$ cat src/rtl/prio_event_pkg.sv
// Shared types and constants for the priority-encoded event decoder.
package prio_event_pkg;

  localparam int unsigned DROP_W = 8;
  localparam int unsigned CNT_W  = 6;
  localparam int unsigned SUM_W  = DROP_W + 1;

  typedef enum logic {
    IDLE = 1'b0,
    HOLD = 1'b1
  } state_t;

  // Number of set bits in a vector of up to 32 event lines.
  function automatic logic [CNT_W-1:0] popcount32(input logic [31:0] v);
    logic [CNT_W-1:0] cnt;
    cnt = '0;
    for (int unsigned i = 0; i < 32; i++) begin
      cnt = cnt + CNT_W'(v[i]);
    end
    return cnt;
  endfunction

endpackage

$ cat src/rtl/prio_msb_index.sv
// Combinational highest-set-bit encoder: bit N-1 has top priority.
module prio_msb_index #(
  parameter int unsigned N = 8
) (
  input  logic [N-1:0]         vec,
  output logic [$clog2(N)-1:0] idx,
  output logic                 any
);

  localparam int unsigned W = $clog2(N);

  // Ascending scan so the last (highest) set bit wins.
  always_comb begin
    idx = '0;
    any = 1'b0;
    for (int unsigned i = 0; i < N; i++) begin
      if (vec[i]) begin
        idx = W'(i);
        any = 1'b1;
      end
    end
  end

endmodule

$ cat src/rtl/prio_event_decoder.sv
// Sticky event capture drained one index at a time, highest line first,
// over a valid/ready handshake, with a saturating count of lost occurrences.
module prio_event_decoder
  import prio_event_pkg::*;
#(
  parameter int unsigned N = 8,
  parameter int unsigned W = $clog2(N)
) (
  input  logic              clk,
  input  logic              rst_n,
  input  logic [N-1:0]      evt_in,
  input  logic              clr,
  output logic              idx_valid,
  output logic [W-1:0]      idx,
  input  logic              idx_ready,
  output logic [N-1:0]      pending,
  output logic [DROP_W-1:0] drop_cnt,
  output logic              busy
);

  state_t              state, state_next;
  logic [W-1:0]        sel_idx;
  logic                sel_any;
  logic                load;
  logic [N-1:0]        taken;
  logic [N-1:0]        drops;
  logic [N-1:0]        pending_next;
  logic [W-1:0]        idx_next;
  logic                valid_next;
  logic [DROP_W-1:0]   drop_next;
  logic                busy_next;
  logic [SUM_W-1:0]    drop_sum;

  // Selection always works on the registered pending value.
  prio_msb_index #(.N(N)) u_msb (
    .vec (pending),
    .idx (sel_idx),
    .any (sel_any)
  );

  always_ff @(posedge clk or negedge rst_n) begin
    if (!rst_n) state <= IDLE;
    else        state <= state_next;
  end

  always_comb begin
    state_next   = state;
    load         = 1'b0;
    taken        = '0;
    idx_next     = idx;
    valid_next   = idx_valid;
    pending_next = pending;
    drops        = '0;
    drop_sum     = '0;
    drop_next    = drop_cnt;
    busy_next    = 1'b0;

    case (state)
      IDLE: begin
        if (sel_any) begin
          load       = 1'b1;
          state_next = HOLD;
        end
      end
      HOLD: begin
        if (idx_valid && idx_ready) begin
          if (sel_any) begin
            load = 1'b1;
          end else begin
            valid_next = 1'b0;
            state_next = IDLE;
          end
        end
      end
      default: state_next = IDLE;
    endcase

    if (load) begin
      idx_next       = sel_idx;
      valid_next     = 1'b1;
      taken[sel_idx] = 1'b1;
    end

    // A bit moving to the holding register this edge may re-arm without loss.
    pending_next = (pending & ~taken) | evt_in;
    drops        = evt_in & pending & ~taken;
    drop_sum     = SUM_W'(drop_cnt) + SUM_W'(popcount32(32'(drops)));
    drop_next    = drop_sum[DROP_W] ? {DROP_W{1'b1}} : drop_sum[DROP_W-1:0];

    if (clr) begin
      state_next   = IDLE;
      idx_next     = '0;
      valid_next   = 1'b0;
      pending_next = '0;
      drop_next    = '0;
    end

    busy_next = valid_next | (|pending_next);
  end

  always_ff @(posedge clk or negedge rst_n) begin
    if (!rst_n) begin
      pending   <= '0;
      idx       <= '0;
      idx_valid <= 1'b0;
      drop_cnt  <= '0;
      busy      <= 1'b0;
    end else begin
      pending   <= pending_next;
      idx       <= idx_next;
      idx_valid <= valid_next;
      drop_cnt  <= drop_next;
      busy      <= busy_next;
    end
  end

endmodule

$ cat config.mk
export PLATFORM = sky130hd
export DESIGN_NAME = prio_event_decoder
export DESIGN_NICKNAME = d
export VERILOG_FILES = /design/src/rtl/prio_event_pkg.sv /design/src/rtl/prio_msb_index.sv /design/src/rtl/prio_event_decoder.sv
export SDC_FILE = /design/constraint.sdc
export NUM_CORES = 1
export LEC_CHECK = 0
export ABC_AREA = 1
export CORE_AREA = 2 2 57 59
export DETAILED_ROUTE_END_ITERATION = 10
export DIE_AREA = 0 0 59 61
export HOLD_SLACK_MARGIN = 0.06
export PLACE_DENSITY_LB_ADDON = 0.08
export SETUP_SLACK_MARGIN = 0.5
export SLEW_MARGIN = 20
export SYNTH_ARGS = -nofsm -noshare
export SYNTH_HDL_FRONTEND = slang
export SYNTH_SLANG_ARGS = --single-unit
$ cat constraint.sdc
create_clock -name clk -period 5.4 [get_ports clk]
set_input_delay 0.81 -clock clk [delete_from_list [all_inputs] [get_ports clk]]
set_output_delay 0.81 -clock clk [all_outputs]
set_load 0.01 [all_outputs]
[After elaboration in Yosys (flattened, before gate mapping)]
Index checks and enable logic that the tools add are counted.
Word-level totals
  bits in registers: 22
  latch bits: 0
  memory bits (writable): 0
  ROM bits: 0
  input port bits: 12
  output and inout bits: 21
  logic and storage cells: 61
  memories: 0
Operators by class
  $add $sub $neg: 8
  multiply operators: 0
  divide/modulo/power cells: 0
  $lt $le $gt $ge: 2
  equal/unequal tests: 0
  shift operators: 0
  multiplexer cells: 34
  bitwise logic cells: 7
  reduce and logical (&&, ||, !) cells: 4
Operators with widths (number)
  8-bit 2-to-1 mux: 4
  8-bit bitwise AND: 3
  1-bit 2-to-1 mux: 19
  3-bit 2-to-1 mux: 6
  6-bit by 1-bit adder with 6-bit output: 2
  8-bit by 6-bit adder with 9-bit output: 1
  8-bit NOT: 1
  8-bit bitwise OR: 1
  8-bit OR reduction: 1
  5-bit by 1-bit adder with 6-bit output: 1
  4-bit by 1-bit adder with 5-bit output: 1
  3-bit by 1-bit adder with 4-bit output: 1
  3-bit by 4-bit less-than comparator with 1-bit output, second input constant: 1
  2-bit 2-to-1 mux: 2
  1-bit case mux with 2 select lines: 2
  2-bit by 1-bit adder with 3-bit output: 1
  1-bit demux with 3-bit select: 1
  3-bit by 1-bit >= comparator with 1-bit output, second input constant: 1
  1-bit by 1-bit adder with 2-bit output: 1
  1-bit logical AND: 2
  2-bit nonzero test: 1
  1-bit NOT: 1
  1-bit bitwise OR: 1

[Longest topological paths before layout]
Gate-level depths: netlist of run 1.
  depth after elaboration: 24
  depth in mapped cells: 24
  gate-level depth less buffers: 24

[Cells and area by module]
A second synthesis of run 1 with hierarchy kept.
Unflattened totals
  cells, all modules: 181
  area total of the unflattened synthesis: 1402.6 um^2
Modules (own cells, without submodules)
  prio_event_decoder: times used 1, cells each 161, area each 1325.0 um^2, sequential area each 550.5 um^2
  prio_msb_index: times used 1, cells each 20, area each 77.6 um^2, sequential area each 0.0 um^2

[Worst setup path before layout of run 1]
OpenSTA, ideal clock, no wires.
  path kind: input port to flip-flop
  start point: input idx_ready
  end point: register drop_cnt[5]
  setup time: 120 ps
  arrival: 4481 ps
  required time: 5280 ps
  path slack: 800 ps
  stages: 22
  path buffers: 0
  cell sequence: nand2_1 -> nand2_2 -> nand3_2 -> nor2_2 -> nand3_1 -> nand2_2 -> nor2_1 -> fa_1 -> inv_1 -> fa_1 -> inv_1 -> fa_1 -> fa_1 -> fa_1 -> nand3_1 -> nand2_1 -> nand2_1 -> inv_1 -> nand3_1 -> inv_1 -> o21ai_0 -> inv_1
On the way
  cells in the longest elaborated chain, start to end: 16
RTL lines
  start: declaration: line prio_event_decoder.sv:15  | input logic idx_ready,
  1-bit logical AND (*): line prio_event_decoder.sv:66  | if (idx_valid && idx_ready) begin
  1-bit 2-to-1 mux (*): line prio_event_decoder.sv:66
  1-bit case mux with 2 select lines (*): line prio_event_decoder.sv:58  | case (state)
  8-bit 2-to-1 mux (*): line prio_event_decoder.sv:78  | if (load) begin
  8-bit NOT (*): line prio_event_decoder.sv:86  | drops = evt_in & pending & ~taken;
  8-bit bitwise AND (*): line prio_event_decoder.sv:86
  1-bit by 1-bit adder with 2-bit output: line prio_event_pkg.sv:18  | cnt = cnt + CNT_W'(v[i]);
  2-bit by 1-bit adder with 3-bit output: line prio_event_pkg.sv:18
  3-bit by 1-bit adder with 4-bit output: line prio_event_pkg.sv:18
  4-bit by 1-bit adder with 5-bit output: line prio_event_pkg.sv:18
  5-bit by 1-bit adder with 6-bit output: line prio_event_pkg.sv:18
  6-bit by 1-bit adder with 6-bit output: line prio_event_pkg.sv:18
  6-bit by 1-bit adder with 6-bit output (*): line prio_event_pkg.sv:18
  8-bit by 6-bit adder with 9-bit output (*): line prio_event_decoder.sv:87  | drop_sum = SUM_W'(drop_cnt) + SUM_W'(popcount32(32'(drops)));
  8-bit 2-to-1 mux (*): line prio_event_decoder.sv:88  | drop_next = drop_sum[DROP_W] ? {DROP_W{1'b1}} : drop_sum[DROP_W-1:0];
  8-bit 2-to-1 mux (*): line prio_event_decoder.sv:90  | if (clr) begin
  net drop_next[5]: line prio_event_decoder.sv:30  | logic [DROP_W-1:0] drop_next;
  end signal: assignment: line prio_event_decoder.sv:112  | drop_cnt <= drop_next;
  end: declaration: line prio_event_decoder.sv:17  | output logic [DROP_W-1:0] drop_cnt,
The timed path passes the listed nets; every way through them passes the cells marked *.
A chain may end at the register's enable or synchronous reset.

[Worst setup path in the final report of run 1]
Same ends and word-level chain as after synthesis.

==> results.ini, run 1 <==
[synth]
yosys.area.top_type_share_pct=38.7
yosysUniqueCellTypes=24
post_synthesis_net_count=203
yosysSeqAreaShare_pct=38.7
netlist.top_cell.by_area=sky130_fd_sc_hd__dfrtp_1
synth_top_cells_by_area=sky130_fd_sc_hd__dfrtp_1 39%, sky130_fd_sc_hd__nand2_1 10%, sky130_fd_sc_hd__inv_1 8.2%
avg_cell_area_syn_um2=7.90
gate_count_of_the_mapped_netlist=180
synth.yosys.warnings=0
syn_area_um2=1420
synth_seq_cells=22

[finish]
area_growth_pct=28.5
layout-drive-gt1-share_pct=12.1
final_area_um2=1830
layout.nets=239
antenna_cells=0
finish.utilization_pct=61.9

[clock_tree]
clkSlewWorstSetupHoldPaths_ns=0.13
cts.hold.buffers_added=0
clock_insertion_delay_worst_skew_ns=0.32
cts.root.buffer_cell=sky130_fd_sc_hd__clkbuf_4
tritoncts_num_sinks=22
cts_made_buffers=3
htree_levels=1
tritoncts=done
cts.path.max_buffers=2
number_of_buffers_inserted_to_repair_setup_after_cts=0

[detailed_routing]
via_per_inst=5.19
wl_um=3310
post-route-drc-count=0
ant_nets=0
wl_cell_um=13.3
drt-initial-drc-count=85
route.vias.total=1287
dr.pass1.iters=4

[power_and_ir_drop]
power_per_cell_area_nw_per_um2=265
leakagePower_nw=0.989
total_power_mw=0.483
max-vdd-ir-drop_v=0.000147

[timing]
drv_slew=0
worst_slew_pin_slew_ns=0.538
min_period_ns=4.73
timing.final.crit_share_pct=87.6
rsz0062_at_grt=no
skew_ns=0.00124
timing.setup.tns_ns=0
relative_max_transition_margin_pct=64.0
timing.fmax_ghz=0.211
finalHoldViolations=0
final_setup_violation_count=0

[worst_hold_path]
holdCritPathClass=primary input to async pin

[setup_path]
crit_family=adder cells
crit_start=idx_ready
worst_path_most_repeated_cell=sky130_fd_sc_hd__inv_1
crit-reg2reg-launch=pending[7]
worst-endpoint-arrival_ns=4.95
timing_worst_setup_path_type=primary input to flop
worstPathMaxFanout=4
crit_buf_inv=6
setup.worst_path.end_class=flop
critPathSlowestCell=sky130_fd_sc_hd__fa_1
crit_path_start_kind=primary input
worstPathRequired_ns=5.62
critical-path-max-stage-delay_ns=0.52
critical_path.cell_chain=clkdlybuf4s50_1 > nand2_1 > nand2_2 > nand3_2 > nor2_2 > nand3_1 > nand2_2 > nor2_1 > fa_1 > inv_1 > fa_1 > inv_1 > fa_1 > fa_2 > fa_2 > nand3_1 > nand2_1 > nand2_1 > inv_1 > nand3_2 > inv_2 > o21ai_1 > inv_1

[grt]
gr-usage-met1_pct=25.2
grt_pass1_wl_um=5440
globalRouteMet3Util_pct=2.13
maximum_number_of_pins_on_one_net_before_global_route_repair=23
grt_pass1_vias=1280
gr-usage-all-layers_pct=20.5
grt_antenna_before_repair=0
overflow=0
top_usage_layer=met2
globalRouteMet2Util_pct=35.9

[place]
numPortBuffers=32
detailed_place_hpwl_um=2610
gpl.final_weighted_congestion=0.821
place_area_um2=1780

[die]
core.rowCount=20
design.core.area_um2=2950
floorplan.die.height_um=61
ios=33
die_w_um=59
die_area_um2=3600
floorplan.initialDensity_pct=48.1

[flow_run]
max_cap_viols=0

[status]
outcome=completed

## worst paths after layout
kind / end / slack (ns) / depth (start not counted)
max: drop_cnt[5] / 0.67 / 23
min: idx[0] / 0.44 / 1
max reg2reg: drop_cnt[5] / 0.99 / 23
min reg2reg: idx[2] / 0.53 / 2
max in group asynchronous: drop_cnt[7] / 4.62 / 1
min in group clk: idx[2] / 0.53 / 2
## what timing repair did
action | CTS | global route
setup endpoints to repair | 4 | 5
resized for setup | 3 | 3
pin swaps | 0 | 2
## Yosys cell counts (all sizes together)
master / count
xor2: 1
nand2: 46
nor2: 21
o21bai: 1
fa: 5
ha: 6
nor3: 2
clkbuf: 2
o21ai: 6
xnor2: 2
dfrtp: 22
nand4: 1
nand3: 14
a21oi: 13
a31oi: 2
o211ai: 1
inv: 34
a31o: 1
## logic make-up (layout without fill, tap and decap cells)
kind of cell               after synthesis  count (layout)  share of synthesized area (%)
adders and majority gates               11              11                           12.3
AOI/OAI and AO/OA                       24              24                           9.51
xor gates and xnor gates                 3               3                           1.85
DFF                                     22              22                           38.7
and+or+nand+nor                         84              84                           28.1
buffers and inverters                   36              71                           9.51
## worst reg2reg max path, cell delays in order (launching register included)
cell                      delay, ns
sky130_fd_sc_hd__dfrtp_1       0.45
sky130_fd_sc_hd__inv_2         0.14
sky130_fd_sc_hd__nand2_4       0.09
sky130_fd_sc_hd__nor2_8        0.12
sky130_fd_sc_hd__nand3_2       0.09
sky130_fd_sc_hd__nor2_2        0.11
sky130_fd_sc_hd__nand3_1       0.09
sky130_fd_sc_hd__nand2_2       0.09
sky130_fd_sc_hd__nor2_1        0.06
sky130_fd_sc_hd__fa_1          0.49
sky130_fd_sc_hd__inv_1         0.06
sky130_fd_sc_hd__fa_1          0.52
sky130_fd_sc_hd__inv_1         0.05
sky130_fd_sc_hd__fa_1          0.45
sky130_fd_sc_hd__fa_2          0.37
sky130_fd_sc_hd__fa_2          0.37
sky130_fd_sc_hd__nand3_1       0.09
sky130_fd_sc_hd__nand2_1       0.07
sky130_fd_sc_hd__nand2_1       0.10
sky130_fd_sc_hd__inv_1         0.08
sky130_fd_sc_hd__nand3_2       0.10
sky130_fd_sc_hd__inv_2         0.07
sky130_fd_sc_hd__o21ai_1       0.18
sky130_fd_sc_hd__inv_1         0.06
## metal layers
metal	wire length, µm	share of wire (%)
met1	1380	42
met2	1730	52
met3	116	3.5
met4	76	2.3
met5	0	0
## final cells by class
class,count,area [µm²]
multi-input cells,122,748
repair buffers,33,323
well taps,33,41.3
fillers,278,1130
clock buffers,4,36.3
inverters,34,128
flip-flops and latches,22,551
## per-stage QoR
stage,hold slack [ns],worst slack (ns),instances
after floorplan,0.514,0.800,180
after global placement,0.494,0.121,244
after detailed placement,0.504,0.0148,244
after CTS,0.536,0.542,248
after global routing,0.476,0.458,248
final,0.441,0.669,248
## sequential cells by signal, summed over array words and instances, names as in the netlist
register	count
pending	8
idx_valid	1
busy	1
idx	3
state	1
drop_cnt	8
## power by group
| group | leakage [nW] | internal, mW | switching [mW] |
|---|---|---|---|
| clock | 0.0210 | 0.0413 | 0.0544 |
| combinational | 0.686 | 0.0907 | 0.101 |
| sequential | 0.283 | 0.182 | 0.0137 |
| total | 0.989 | 0.314 | 0.169 |
## placed cells by master (no fill, tap or decap)
master	count
sky130_fd_sc_hd__nor2_8	1
sky130_fd_sc_hd__nand2_1	39
sky130_fd_sc_hd__nand3_1	12
sky130_fd_sc_hd__buf_2	1
sky130_fd_sc_hd__nor2_2	2
sky130_fd_sc_hd__inv_2	4
sky130_fd_sc_hd__nor3_1	2
sky130_fd_sc_hd__a31o_2	1
sky130_fd_sc_hd__buf_4	1
sky130_fd_sc_hd__clkdlybuf4s50_1	31
sky130_fd_sc_hd__inv_1	30
sky130_fd_sc_hd__nor2_1	18
sky130_fd_sc_hd__a21oi_1	13
sky130_fd_sc_hd__o21ai_0	5
sky130_fd_sc_hd__xor2_1	1
sky130_fd_sc_hd__a31oi_1	2
sky130_fd_sc_hd__ha_1	6
sky130_fd_sc_hd__o21ai_1	1
sky130_fd_sc_hd__o21bai_2	1
sky130_fd_sc_hd__xnor2_1	2
sky130_fd_sc_hd__dfrtp_1	22
sky130_fd_sc_hd__clkbuf_8	1
sky130_fd_sc_hd__fa_1	3
sky130_fd_sc_hd__clkbuf_4	3
sky130_fd_sc_hd__o211ai_1	1
sky130_fd_sc_hd__nand3_2	2
sky130_fd_sc_hd__nand2_4	4
sky130_fd_sc_hd__nand4_1	1
sky130_fd_sc_hd__nand2_2	3
sky130_fd_sc_hd__fa_2	2
Power figures use the tool's default switching activity.
==> inputs of run 2 (changes only) <==
--- a/config.mk
+++ b/config.mk
@@ -6,12 +6,14 @@
 export NUM_CORES = 1
 export LEC_CHECK = 0
 export ABC_AREA = 1
+export ABC_CLOCK_PERIOD_IN_PS = 5400
 export CORE_AREA = 2 2 57 59
 export DETAILED_ROUTE_END_ITERATION = 10
 export DIE_AREA = 0 0 59 61
 export HOLD_SLACK_MARGIN = 0.06
 export PLACE_DENSITY_LB_ADDON = 0.08
 export SETUP_SLACK_MARGIN = 0.5
+export SKIP_CTS_REPAIR_TIMING = 1
 export SLEW_MARGIN = 20
 export SYNTH_ARGS = -nofsm -noshare
 export SYNTH_HDL_FRONTEND = slang
==> constraint.sdc (replaced) <==
create_clock -name clk -period 5.4 [get_ports clk]
set_input_delay 1.62 -clock clk [delete_from_list [all_inputs] [get_ports clk]]
set_output_delay 1.62 -clock clk [all_outputs]
set_load 0.01 [all_outputs]
==> run 2 against run 1 <==
Non-clock buffer count grew 8. Fmax down 3.3%. Clock skew grew 0.0091 ns. Routed wire length down 3.1%. Sequential power is essentially flat. Critical endpoint is now drop_cnt[7]. Via count is 0.47% lower. Clock power down 19%. Sequential share of layout area is 2.0 points lower. Register-to-register slack improved by 0.15 ns. Cell area is 7.3% higher. Combinational power up 9%. First-iteration DRC count decreased by 39%.
==> results.ini, run 2 (same netlist as run 1, synthesis figures left out) <==
[detailed_routing]
wl_cell_um=12.6  ; was 13.3 µm
drt-initial-drc-count=52  ; was 85
dr.pass1.iters=5  ; was 4
wl_um=3200  ; was 3310 µm
post-route-drc-count=0  ; unchanged
ant_nets=0  ; unchanged
route.vias.total=1281  ; was 1,287
detailroute.wirelength.met3_um=65  ; was 116 µm
wirelength_met1_um=1440  ; was 1380 µm
route.met2.wl_um=1670  ; was 1730 µm
via_per_inst=5.02  ; was 5.19
highest-signal-layer=met4  ; unchanged

[clock_tree]
tritoncts=done  ; unchanged
cts.root.buffer_cell=sky130_fd_sc_hd__clkbuf_4  ; unchanged
cts.path.max_buffers=2  ; unchanged
clock_insertion_delay_worst_skew_ns=0.31  ; was 0.32 ns
clkSlewWorstSetupHoldPaths_ns=0.12  ; was 0.13 ns
tritoncts_num_sinks=22  ; unchanged
cts_made_buffers=3  ; unchanged
htree_levels=1  ; unchanged

[grt]
gr-usage-all-layers_pct=19.9  ; was 20.5%
grt_antenna_before_repair=0  ; unchanged
grt_pass1_wl_um=5430  ; was 5440 µm
grt_pass1_vias=1273  ; was 1,280
overflow=0  ; unchanged
maximum_number_of_pins_on_one_net_before_global_route_repair=23  ; unchanged

[die]
ios=33  ; unchanged
floorplan.die.height_um=61  ; unchanged
die_w_um=59  ; unchanged
design.core.area_um2=2950  ; unchanged
floorplan.initialDensity_pct=48.1  ; unchanged
core.rowCount=20  ; unchanged
die_area_um2=3600  ; unchanged

[setup_path]
endpoint=drop_cnt[7]  ; was drop_cnt[5]
worst_r2r_endpoint=drop_cnt[7]  ; was drop_cnt[5]
crit_path_start_kind=primary input  ; unchanged
crit_start=idx_ready  ; unchanged
worst-endpoint-arrival_ns=5.07  ; was 4.95 ns
reg2reg_slack_ns=1.14  ; was 0.99 ns
reg2reg_depth=23  ; unchanged
setup.worst_path.end_class=flop  ; unchanged
worstPathMaxFanout=4  ; unchanged
worstPathRequired_ns=5.58  ; was 5.62 ns
timing_worst_setup_path_type=primary input to flop  ; unchanged
crit-reg2reg-launch=pending[7]  ; unchanged

[finish]
antenna_cells=0  ; unchanged
layout.nets=247  ; was 239
mostFrequentLayoutCell=sky130_fd_sc_hd__nand2_1  ; unchanged
mostFrequentLayoutCells=36 x sky130_fd_sc_hd__nand2_1, 30 x sky130_fd_sc_hd__clkdlybuf4s50_1, 26 x sky130_fd_sc_hd__inv_1  ; was 39 x sky130_fd_sc_hd__nand2_1, 31 x sky130_fd_sc_hd__clkdlybuf4s50_1, 30 x sky130_fd_sc_hd__inv_1
layout-drive-gt1-share_pct=21.2  ; was 12.1%
area_growth_pct=37.9  ; was 28.5%
fill_cells=263  ; was 278
finish.utilization_pct=66.4  ; was 61.9%
registers_with_the_highest_flip_flop_counts=drop_cnt: 8 flops, pending: 8 flops, idx: 3 flops  ; unchanged

[place]
place_worst_setup_slack_ns=-0.399  ; was 0.0148 ns
detailed_place_hpwl_um=2470  ; was 2610 µm
gpl.final_weighted_congestion=0.811  ; was 0.821
numPortBuffers=32  ; unchanged

[timing]
drv_slew=0  ; unchanged
final_setup_violation_count=0  ; unchanged
finalHoldViolations=0  ; unchanged
skew_ns=0.0103  ; was 0.00124 ns
relative_max_transition_margin_pct=64.1  ; was 64.0%
worst_slew_pin_slew_ns=0.537  ; was 0.538 ns
setup_ws_ns=0.507  ; was 0.669 ns
rsz0062_at_grt=yes  ; was no
fin_worst_hold_slack_ns=0.523  ; was 0.441 ns
timing.final.crit_share_pct=90.6  ; was 87.6%
min_period_ns=4.89  ; was 4.73 ns
timing.fmax_ghz=0.204  ; was 0.211 GHz

[flow_run]
max_cap_viols=0  ; unchanged

[power_and_ir_drop]
power_per_cell_area_nw_per_um2=247  ; was 265 nW/µm²
power_switching_mw=0.172  ; was 0.169 mW
leakagePower_nw=1.02  ; was 0.989 nW
clkPwrFrac_pct=16.1  ; was 19.8%
switching_power_share_of_the_total_pct=35.6  ; was 35.0%
comb_power_share_pct=43.3  ; was 39.6%
seqPwrFrac_pct=40.7  ; was 40.5%
max-vdd-ir-drop_v=0.000194  ; was 0.000147 V
p_int_mw=0.312  ; was 0.314 mW

[status]
outcome=completed  ; unchanged

[worst_hold_path]
holdCritPathClass=flop to flop  ; was primary input to async pin

[run 2: power by group through the flow]
stage | sequential, mW | clock (mW) | combinational, mW
final | 0.197 | 0.0777 | 0.209
after floorplan | 0.208 | 0 | 0.111
after detailed placement | 0.200 | 0 | 0.195
after CTS | 0.197 | 0.0803 | 0.197
after global placement | 0.200 | 0 | 0.192
after global routing | 0.200 | 0.0865 | 0.238
[run 2: worst min path at each step]
stage | slack [ns] | depth (start not counted) | from | end
finish | 0.52 | 2 | idx[2] | idx[2]
global route | 0.57 | 2 | idx[1] | idx[1]
CTS | 0.53 | 2 | idx[2] | idx[2]
detailed placement | 0.50 | 2 | idx[2] | idx[2]
global placement | 0.49 | 2 | idx[1] | idx[1]
floorplan | 0.54 | 2 | idx[1] | idx[1]
[run 2: layer usage]
| metal | up-vias | GRT usage [%] |
|---|---|---|
| li1 | 649 | - |
| met1 | 608 | 24.4 |
| met2 | 22 | 36.8 |
| met3 | 2 | 1.92 |
| met4 | 0 | 6.17 |
| met5 | - | 0 |
[run 2: final cells by class]
class / count / area, µm² / share of cell area, %
Clock buffer: 3 / 22.5 / 1.15
Inverter: 34 / 130 / 6.64
Multi-Input combinational cell: 122 / 827 / 42.2
Sequential cell: 22 / 551 / 28.1
Tap cell: 33 / 41.3 / 2.11
Timing Repair Buffer: 41 / 388 / 19.8
[run 2: critical path, stage by stage]
cell                      delay, ns
sky130_fd_sc_hd__buf_8         0.09
sky130_fd_sc_hd__nand2_8       0.05
sky130_fd_sc_hd__nand2_8       0.08
sky130_fd_sc_hd__nand3_4       0.08
sky130_fd_sc_hd__inv_2         0.07
sky130_fd_sc_hd__nand3_2       0.08
sky130_fd_sc_hd__nand2_2       0.09
sky130_fd_sc_hd__nor2_2        0.05
sky130_fd_sc_hd__fa_1          0.52
sky130_fd_sc_hd__inv_2         0.04
sky130_fd_sc_hd__fa_1          0.49
sky130_fd_sc_hd__inv_2         0.04
sky130_fd_sc_hd__fa_1          0.50
sky130_fd_sc_hd__fa_2          0.39
sky130_fd_sc_hd__fa_2          0.36
sky130_fd_sc_hd__nand3_2       0.08
sky130_fd_sc_hd__nand2_2       0.06
sky130_fd_sc_hd__nand2_2       0.08
sky130_fd_sc_hd__inv_2         0.05
sky130_fd_sc_hd__nand3_4       0.07
sky130_fd_sc_hd__inv_4         0.05
sky130_fd_sc_hd__nor2_1        0.07
sky130_fd_sc_hd__a21oi_1       0.07
[run 2: per-stage QoR]
step / total power, mW / instances / cell area (µm²) / TNS (ns)
after detailed placement: 0.396 / 250 / 1880 / -2.85
final: 0.484 / 255 / 1960 / 0
after global routing: 0.525 / 255 / 1960 / 0
after floorplan: 0.319 / 180 / 1470 / 0
after global placement: 0.391 / 250 / 1880 / -2.34
after CTS: 0.475 / 253 / 1900 / -0.186
